[config.mk]
export PLATFORM = sky130hd
export DESIGN_NAME = qos_vc_buffer_arb
export DESIGN_NICKNAME = d
export VERILOG_FILES = /design/src/rtl/qos_vc_buffer_arb.sv
export SDC_FILE = /design/constraint.sdc
export NUM_CORES = 1
export LEC_CHECK = 0
export BUFFER_PORTS_ARGS = -buffer_cell sky130_fd_sc_hd__clkbuf_2
export CORE_MARGIN = 5
export CORE_UTILIZATION = 52
export CTS_CLUSTER_SIZE = 24
export DETAILED_ROUTE_END_ITERATION = 10
export PLACE_DENSITY = 0.69
export SLEW_MARGIN = 15
export SYNTH_ARGS = -nofsm -noshare
export SYNTH_HDL_FRONTEND = slang
export SYNTH_SLANG_ARGS = --single-unit
[constraint.sdc]
create_clock -name clk -period 6.6 [get_ports clk]
set_clock_uncertainty 0.1 [all_clocks]
set_input_delay 0.66 -clock clk [delete_from_list [all_inputs] [get_ports clk]]
set_output_delay 0.66 -clock clk [all_outputs]
set_load 0.01 [all_outputs]
[src/rtl/qos_vc_buffer_arb.sv]
// QoS ingress stage: demuxes one stream into per-VC FIFOs, raises hysteresis pause flags,
// arbitrates the VCs (round robin or strict priority) onto one valid/ready output register.
module qos_vc_buffer_arb #(
  parameter int  BW     = 6,
  parameter int  NUM_VC = 4,
  parameter int  DEPTH  = 16,
  localparam int VCW    = $clog2(NUM_VC),
  localparam int CW     = $clog2(DEPTH + 1)
) (
  input  logic                 clk,
  input  logic                 reset_L,
  input  logic                 init,
  input  logic [NUM_VC*CW-1:0] thr_high,
  input  logic [NUM_VC*CW-1:0] thr_low,
  input  logic                 arb_mode,
  input  logic                 in_wr,
  input  logic [BW-1:0]        in_data,
  input  logic                 out_ready,
  output logic                 out_valid,
  output logic [BW-1:0]        out_data,
  output logic [NUM_VC-1:0]    pause,
  output logic [NUM_VC-1:0]    fifo_empty,
  output logic [NUM_VC-1:0]    error_full,
  output logic                 idle_out,
  output logic                 active_out,
  output logic                 error_out
);
  localparam int AW = $clog2(DEPTH);

  typedef enum logic [2:0] {
    ST_RESET,
    ST_INIT,
    ST_IDLE,
    ST_ACTIVE,
    ST_ERROR
  } state_t;

  state_t state, state_nxt;

  logic [BW-1:0]                 mem [NUM_VC][DEPTH];
  logic [NUM_VC-1:0][AW-1:0]     wr_ptr, rd_ptr;
  logic [NUM_VC-1:0][CW-1:0]     cnt, cnt_nxt;
  logic [NUM_VC-1:0][CW-1:0]     thr_hi_q, thr_lo_q;
  logic [VCW-1:0]                rr_ptr, win, rr_idx, wr_vc;
  logic [NUM_VC-1:0]             nonempty, wr_en, drop, pop;
  logic                          accept, load, found;

  assign wr_vc      = in_data[BW-1 -: VCW];
  assign accept     = (state != ST_RESET) && (state != ST_INIT);
  assign fifo_empty = ~nonempty;

  // Write steering; fullness is judged on the registered count, so a same-cycle pop never frees room.
  always_comb begin
    // NOTE: every variable assigned in an always_comb gets a default first so no path infers a latch.
    nonempty = '0;
    wr_en    = '0;
    drop     = '0;
    for (int v = 0; v < NUM_VC; v++) begin
      nonempty[v] = (cnt[v] != '0);
      if (in_wr && accept && (wr_vc == VCW'(v))) begin
        if (cnt[v] == CW'(DEPTH)) drop[v]  = 1'b1;
        else                      wr_en[v] = 1'b1;
      end
    end
  end

  always_comb begin
    win    = '0;
    found  = 1'b0;
    rr_idx = '0;
    if (arb_mode) begin
      for (int v = 0; v < NUM_VC; v++)
        if (nonempty[v]) win = VCW'(v);
    end else begin
      // Search starts just after the last winner; VCW-bit addition wraps NUM_VC-1 -> 0.
      for (int i = 1; i <= NUM_VC; i++) begin
        rr_idx = rr_ptr + VCW'(i);
        if (!found && nonempty[rr_idx]) begin
          win   = rr_idx;
          found = 1'b1;
        end
      end
    end
    load = (!out_valid || out_ready) && (|nonempty);
    pop  = '0;
    if (load) pop[win] = 1'b1;
  end

  always_comb begin
    for (int v = 0; v < NUM_VC; v++)
      cnt_nxt[v] = cnt[v] + CW'(wr_en[v]) - CW'(pop[v]);
  end

  always_comb begin
    state_nxt = state;
    if (init)       state_nxt = ST_INIT;
    else if (|drop) state_nxt = ST_ERROR;
    else begin
      unique case (state)
        ST_RESET:            state_nxt = ST_RESET;
        ST_INIT:             state_nxt = ST_IDLE;
        ST_IDLE, ST_ACTIVE:  state_nxt = ((|nonempty) || out_valid) ? ST_ACTIVE : ST_IDLE;
        ST_ERROR:            state_nxt = ST_ERROR;
        default:             state_nxt = ST_RESET;
      endcase
    end
  end

  always_ff @(posedge clk or negedge reset_L) begin
    if (!reset_L) begin
      state      <= ST_RESET;
      idle_out   <= 1'b0;
      active_out <= 1'b0;
      error_out  <= 1'b0;
      cnt        <= '0;
      wr_ptr     <= '0;
      rd_ptr     <= '0;
      thr_hi_q   <= '0;
      thr_lo_q   <= '0;
      pause      <= '0;
      error_full <= '0;
      out_valid  <= 1'b0;
      out_data   <= '0;
      rr_ptr     <= VCW'(NUM_VC - 1);
    end else begin
      // NOTE: sequential state uses non-blocking assignments so every flop sees pre-edge values.
      state      <= state_nxt;
      idle_out   <= (state_nxt == ST_IDLE);
      active_out <= (state_nxt == ST_ACTIVE);
      error_out  <= (state_nxt == ST_ERROR);
      for (int v = 0; v < NUM_VC; v++) begin
        cnt[v] <= cnt_nxt[v];
        if (wr_en[v]) wr_ptr[v] <= wr_ptr[v] + AW'(1);
        if (pop[v])   rd_ptr[v] <= rd_ptr[v] + AW'(1);
        // Set has priority, so thr_low >= thr_high degenerates to a plain threshold.
        if (cnt_nxt[v] >= thr_hi_q[v])      pause[v] <= 1'b1;
        else if (cnt_nxt[v] <= thr_lo_q[v]) pause[v] <= 1'b0;
        if (state == ST_INIT) begin
          thr_hi_q[v] <= thr_high[v*CW +: CW];
          thr_lo_q[v] <= thr_low[v*CW +: CW];
        end
      end
      if (state == ST_INIT) error_full <= '0;
      else                  error_full <= error_full | drop;
      if (load) begin
        out_valid <= 1'b1;
        out_data  <= mem[win][rd_ptr[win]];
        rr_ptr    <= win;
      end else if (out_ready) begin
        out_valid <= 1'b0;
      end
    end
  end

  always_ff @(posedge clk) begin
    // NOTE: the storage array is not reset; the occupancy counters alone decide which entries are live.
    for (int v = 0; v < NUM_VC; v++)
      if (wr_en[v]) mem[v][wr_ptr[v]] <= in_data;
  end

endmodule

==> results of run 1 <==
[final timing paths]
| kind | startpoint | endpoint | depth (start not counted) |
|---|---|---|---|
| max | cnt[13] | pause[2] | 18 |
| min | thr_high[19] | thr_hi_q[19] | 3 |
| max reg2reg | cnt[13] | pause[2] | 18 |
| min reg2reg | rd_ptr[11] | rd_ptr[11] | 1 |
| max in group asynchronous | reset_L | out_data[2] | 3 |
| min in group asynchronous | reset_L | thr_lo_q[11] | 2 |
[critical path, cell delays in order, from the launching register on]
cell,delay [ns]
dfrtp_1,0.39
inv_1,0.08
ha_1,0.18
nor4b_2,0.59
nand3_1,0.24
nand2_1,0.55
inv_1,0.27
and3_1,0.32
ha_1,0.31
inv_1,0.05
ha_1,0.20
fa_1,0.40
xor2_1,0.35
ha_1,0.32
o21a_1,0.11
o21ai_0,0.20
nand2b_1,0.09
a21oi_1,0.13
o21ai_0,0.09
[flip-flops by register name, indices dropped and copies added, names as in the netlist]
name and cells:
active_out 1, cnt 20, error_full 4, error_out 1, idle_out 1, mem 384
out_data 6, out_valid 1, pause 4, rd_ptr 16, rr_ptr 2, state 3
thr_hi_q 20, thr_lo_q 20, wr_ptr 16
[area by class of cell]
type / instances / area (sq um) / area share
clock buffer: 82 / 1490 / 0.0605
clock inverter: 12 / 131 / 0.00532
inverter: 78 / 293 / 0.0119
multi-input combinational: 842 / 7110 / 0.288
sequential: 499 / 14400 / 0.584
tap: 539 / 674 / 0.0273
timing repair buffer: 100 / 573 / 0.0232
[routing by layer]
layer	up-vias	GRT usage	share of wire
li1	5672	-	-
met1	6057	0.292	0.45
met2	289	0.318	0.47
met3	71	0.0278	0.050
met4	0	0.0558	0.023
met5	-	0	0
[power breakdown]
| group | switching [mW] | leakage, nW | internal [mW] |
|---|---|---|---|
| combinational | 1.84 | 4.25 | 1.39 |
| clock | 1.17 | 0.795 | 1.63 |
| sequential | 0.259 | 4.84 | 3.68 |
| total | 3.27 | 9.88 | 6.69 |
[layout by cell type (no fill, tap or decap), types with 8 or more instances in the layout]
| cell type | instances |
|---|---|
| mux2_2 | 17 |
| clkbuf_2 | 72 |
| buf_4 | 27 |
| a211oi_1 | 16 |
| nor2_1 | 67 |
| ha_1 | 84 |
| nand2_1 | 93 |
| nand3_1 | 11 |
| and2_1 | 8 |
| nor2b_1 | 22 |
| nand4_1 | 10 |
| xor2_1 | 12 |
| a21oi_1 | 29 |
| inv_1 | 78 |
| clkbuf_16 | 51 |
| mux2i_1 | 242 |
| mux4_2 | 24 |
| nor3_1 | 11 |
| nand2b_1 | 23 |
| clkbuf_8 | 10 |
| xnor2_1 | 28 |
| edfxtp_1 | 384 |
| clkbuf_1 | 21 |
| o21ai_0 | 58 |
| dfrtp_1 | 113 |
[cell families (layout without fill, tap and decap cells)]
group                      Yosys count  in the layout
DFF                                499            499
buffers and inverters              139            272
AOI/OAI and AO/OA                  148            148
muxes                              288            288
and+or+nand+nor                    278            278
xor gates and xnor gates            40             40
adders and majority gates           88             88
[what timing repair did]
action | CTS | global route
buffers inserted | 0 | 0
endpoints found under the hold margin | 38 | 0
setup endpoints to repair | 0 | 0
hold buffers | 1 | 0
==> impl_metrics.py, run 1 <==
metrics = {
    "die": {
        "start_util": 0.526,
        "dieArea_sq_um": 46800,
        "rows": 75,
        "pin_count": 74,
        "die_w_um": 216,
        "coreArea_sq_um": 42000,
        "die_height_um": 216,
    },
    "synthesis": {
        "yosysTopAreaCell": "edfxtp_1",
        "synth_edf_count": 384,
        "synth_area_sq_um": 22100,
        "synthMostInstantiatedCell": "edfxtp_1",
        "ys_async_sr_fraction": 0.230,
        "synth_compound_area_frac": 0.0433,
        "ys.flop_type": "edfxtp_1",
        "syn_inst": 1480,
        "synth_fp_nets": 1620,
        "muxShareOfSynthArea": 0.146,
        "synthXorXnorAreaFrac": 0.0158,
        "ys_seq_elements": 499,
        "synth_common_cells": "edfxtp_1 (384), mux2i_1 (243), dfrtp_1 (113)",
        "seq_area_frac_synth": 0.652,
        "synth_simple_gate_area_share": 0.0620,
        "yosys.cell_types.count": 61,
        "yosysWarnings": 0,
        "synth_fa_ha_area_frac": 0.0511,
        "synth_top_area_frac": 0.521,
        "synth_top_family_by_area": "multiplexers",
        "synth_area_leaders": "edfxtp_1 (52%), dfrtp_1 (13%), mux2i_1 (11%), ha_1 (4.8%), mux4_2 (2.4%)",
        "postSynthAreaPerCell_sq_um": 14.9,
    },
    "clocking": {
        "clk_pin_slew_ns": 0.06,
        "clk_latency_ns": 0.59,
        "cts_sinks": 499,
        "cts_buffers": 50,
        "tritoncts": "done",
        "root_buffer": "clkbuf_16",
        "ctsResizeCount": 0,
        "ctsHtreeMaxLevel": 2,
        "cts_buffer_depth": 3,
    },
    "finish": {
        "stdcell_count": 2152,
        "final.fill_count": 3249,
        "utilization": 0.587,
        "fin_nets": 1711,
        "layout-drive-gt1-share": 0.149,
        "syn_to_final_growth_pct": 11.6,
        "final_area_sq_um": 24700,
        "antennaDiodeCount": 0,
    },
    "run_status": {
        "status": "finished, final reports clean",
    },
    "sta": {
        "tightest_slew_ns": 1.15,
        "finalCritPeriodShare": 0.772,
        "grt_setup_unrepaired": "no",
        "max_freq_mhz": 196,
        "setup_viol": 0,
        "report.final.hold_viol_count": 0,
        "max-slew-margin-rel": 0.229,
        "tns_ns": 0,
        "finalCriticalPeriod_ns": 5.10,
        "hold_slack_ns": 0.185,
        "report.final.slew_viol_count": 0,
        "fin_ws_ns": 1.50,
    },
    "route": {
        "viasPerCell": 5.62,
        "drt_pass1_iterations": 5,
        "drc": 0,
        "drt_iter0_drc": 960,
        "routed_wirelength_um": 46400,
        "ant_nets": 0,
        "avgRoutedWirePerCell_um": 21.6,
        "vias": 12089,
    },
    "power_and_ir_drop": {
        "peakVddDrop_mv": 0.353,
        "power.total_mw": 9.95,
        "power_density_nw_per_um2": 403,
        "leakage_nw": 9.88,
    },
    "placed_design": {
        "place_area_sq_um": 23000,
        "portBuffers": 73,
        "place_inst": 2057,
        "place_hpwl_um": 30800,
        "place.gp.congestion": 0.813,
        "post-place-ws_ns": 1.58,
    },
    "setup_path": {
        "crit_type": "reg2reg",
        "end_kind": "register",
        "cp_max_fo": 13,
        "ff2ff_setup_slack_ns": 1.50,
        "worst_ep_required_time_ns": 6.95,
        "cp_data_arrival_time_ns": 5.45,
        "critPathLaunchType": "register",
    },
    "grt": {
        "grt_max_degree": 78,
        "grt_first_pass_wirelength_um": 72600,
        "grt_pass1_vias": 12337,
        "overflow": 0,
        "antenna_found_initial": 0,
        "grtUsageTotal": 0.200,
    },
    "run": {
        "drv_cap": 0,
    },
    "hold_path": {
        "min_path_type": "in2reg",
    },
}
Note: power is estimated with default switching activity, not from simulation.
==> inputs of run 2 (changes only) <==
==> constraint.sdc (replaced) <==
create_clock -name clk -period 5.25 [get_ports clk]
set_clock_uncertainty 0.1 [all_clocks]
set_input_delay 0.525 -clock clk [delete_from_list [all_inputs] [get_ports clk]]
set_output_delay 0.525 -clock clk [all_outputs]
set_load 0.01 [all_outputs]
==> impl_metrics.py, run 2 (synthesized netlist as in run 1, its figures left out) <==
metrics = {
    "placed_design": {
        "place_inst": 2064,
        "post-place-ws_ns": 0.480,
        "portBuffers": 73,
        "place_area_sq_um": 23100,
        "place_hpwl_um": 30400,
        "place.gp.congestion": 0.850,
    },
    "setup_path": {
        "ff2ff_setup_slack_ns": 0.46,
        "worstSetupEndpoint": "pause[0]",
        "r2r-end": "pause[0]",
        "critPathLaunchType": "register",
        "cp_data_arrival_time_ns": 5.13,
        "cp_cell_sequence": "inv_1 -> ha_1 -> or4b_4 -> inv_1 -> o21ai_0 -> a32oi_4 -> nor3b_2 -> ha_1 -> inv_1 -> ha_1 -> fa_1 -> ha_1 -> nor2b_1 -> o21a_1 -> o21ai_0 -> nand2b_1 -> a21oi_1 -> o21ai_0",
        "worst_ep_required_time_ns": 5.59,
        "crit_type": "reg2reg",
        "cp-startpoint": "cnt[8]",
        "crit_top_cell": "ha_1",
        "critPathSlowestCell": "a32oi_4",
        "critPathMaxStageDelay_ns": 0.55,
        "reg2reg_from": "cnt[8]",
        "r2r_cells": 18,
        "cp_max_fo": 10,
        "end_kind": "register",
    },
    "die": {
        "pin_count": 74,
        "die_w_um": 216,
        "rows": 75,
        "die_height_um": 216,
        "coreArea_sq_um": 42000,
        "start_util": 0.526,
        "dieArea_sq_um": 46800,
    },
    "clocking": {
        "root_buffer": "clkbuf_16",
        "ctsResizeCount": 0,
        "ctsHtreeMaxLevel": 2,
        "clk_latency_ns": 0.59,
        "cts_buffer_depth": 3,
        "tritoncts": "done",
        "cts_buffers": 50,
        "clk_pin_slew_ns": 0.06,
        "cts_sinks": 499,
    },
    "route": {
        "routed_wirelength_um": 45300,
        "avgRoutedWirePerCell_um": 21.0,
        "drt_pass1_iterations": 5,
        "viasPerCell": 5.62,
        "ant_nets": 0,
        "drc": 0,
        "drt_iter0_drc": 1012,
        "vias": 12113,
    },
    "finish": {
        "layout-drive-gt1-share": 0.151,
        "utilization": 0.592,
        "syn_to_final_growth_pct": 12.5,
        "stdcell_count": 2157,
        "layout_common_cells": "edfxtp_1 (384), mux2i_1 (242), dfrtp_1 (113)",
        "fin_nets": 1718,
        "antennaDiodeCount": 0,
        "final_common_cell": "edfxtp_1",
        "final_area_sq_um": 24900,
        "largest_reg_flops": 384,
    },
    "grt": {
        "grt_first_pass_wirelength_um": 71100,
        "grt_max_degree": 117,
        "overflow": 0,
        "grtUsageTotal": 0.195,
        "antenna_found_initial": 1,
        "grt_pass1_vias": 12271,
    },
    "sta": {
        "hold_slack_ns": 0.0399,
        "finalCritPeriodShare": 0.913,
        "tightest_slew_ns": 1.22,
        "report.final.slew_viol_count": 0,
        "setup_viol": 0,
        "report.final.hold_viol_count": 0,
        "max-slew-margin-rel": 0.180,
        "max_freq_mhz": 209,
        "fin_ws_ns": 0.458,
        "finalCriticalPeriod_ns": 4.79,
        "tns_ns": 0,
        "grt_setup_unrepaired": "no",
    },
    "power_and_ir_drop": {
        "power_density_nw_per_um2": 515,
        "leakage_nw": 9.98,
        "power.total_mw": 12.8,
        "peakVddDrop_mv": 0.457,
    },
    "run": {
        "drv_cap": 0,
    },
    "hold_path": {
        "min_path_type": "in2reg",
    },
    "run_status": {
        "status": "finished, final reports clean",
    },
}
run 2: cell types whose count changed in the layout (fill, tap and decap cells not counted), sizes merged:
cell      previous run  this run
inv                 80        79
buf                 27        34
clkinv               7        23
bufinv               2        11
clkinvlp             1         3
clkbuf             154       126
run 2: how the worst min path moves through the flow:
stage	from	end	slack (ns)	cells after the start
floorplan	reset_L	active_out	0.13	0
global placement	rd_ptr[7]	rd_ptr[7]	0.37	1
detailed placement	rd_ptr[7]	rd_ptr[7]	0.37	1
CTS	thr_low[9]	thr_lo_q[9]	0.004	3
global route	thr_high[4]	thr_hi_q[4]	0.04	3
finish	thr_low[9]	thr_lo_q[9]	0.04	3
run 2: routing by layer:
layer,vias to the layer above,wire (um),track usage
li1,5687,-,-
met1,6062,20100,0.271
met2,298,21700,0.319
met3,66,2350,0.0335
met4,0,1210,0.0598
met5,-,0,0
run 2: report_power, final:
part           internal [mW]  switching (mW)  leakage (nW)
logic                   1.78            2.29          4.28
clock network           2.29            1.50         0.854
registers               4.62           0.314          4.84
run 2: critical path, delay by kind of cell (launching register included):
kind                     cells  cell delay, ns
adder cells (fa/ha/maj)      5            1.43
flip-flops                   1            0.39
buffers and inverters        3            0.24
AND/OR/NAND/NOR              4            1.20
AO/OA/AOI/OAI                6            1.27
run 2: cell type report:
class                           instances  area [sq um]
Clock buffer                           54          1270
Clock inverter                         38           505
Fill cell                            3205         17200
Inverter                               78           293
Multi-Input combinational cell        842          7080
Sequential cell                       499         14400
Tap cell                              539           674
Timing Repair Buffer                  107           651
run 2: repair_timing:
| action | in CTS | in global routing |
|---|---|---|
| hold endpoints to repair | 6 | 0 |
| hold buffers | 1 | 0 |
| buffers inserted | 0 | 0 |
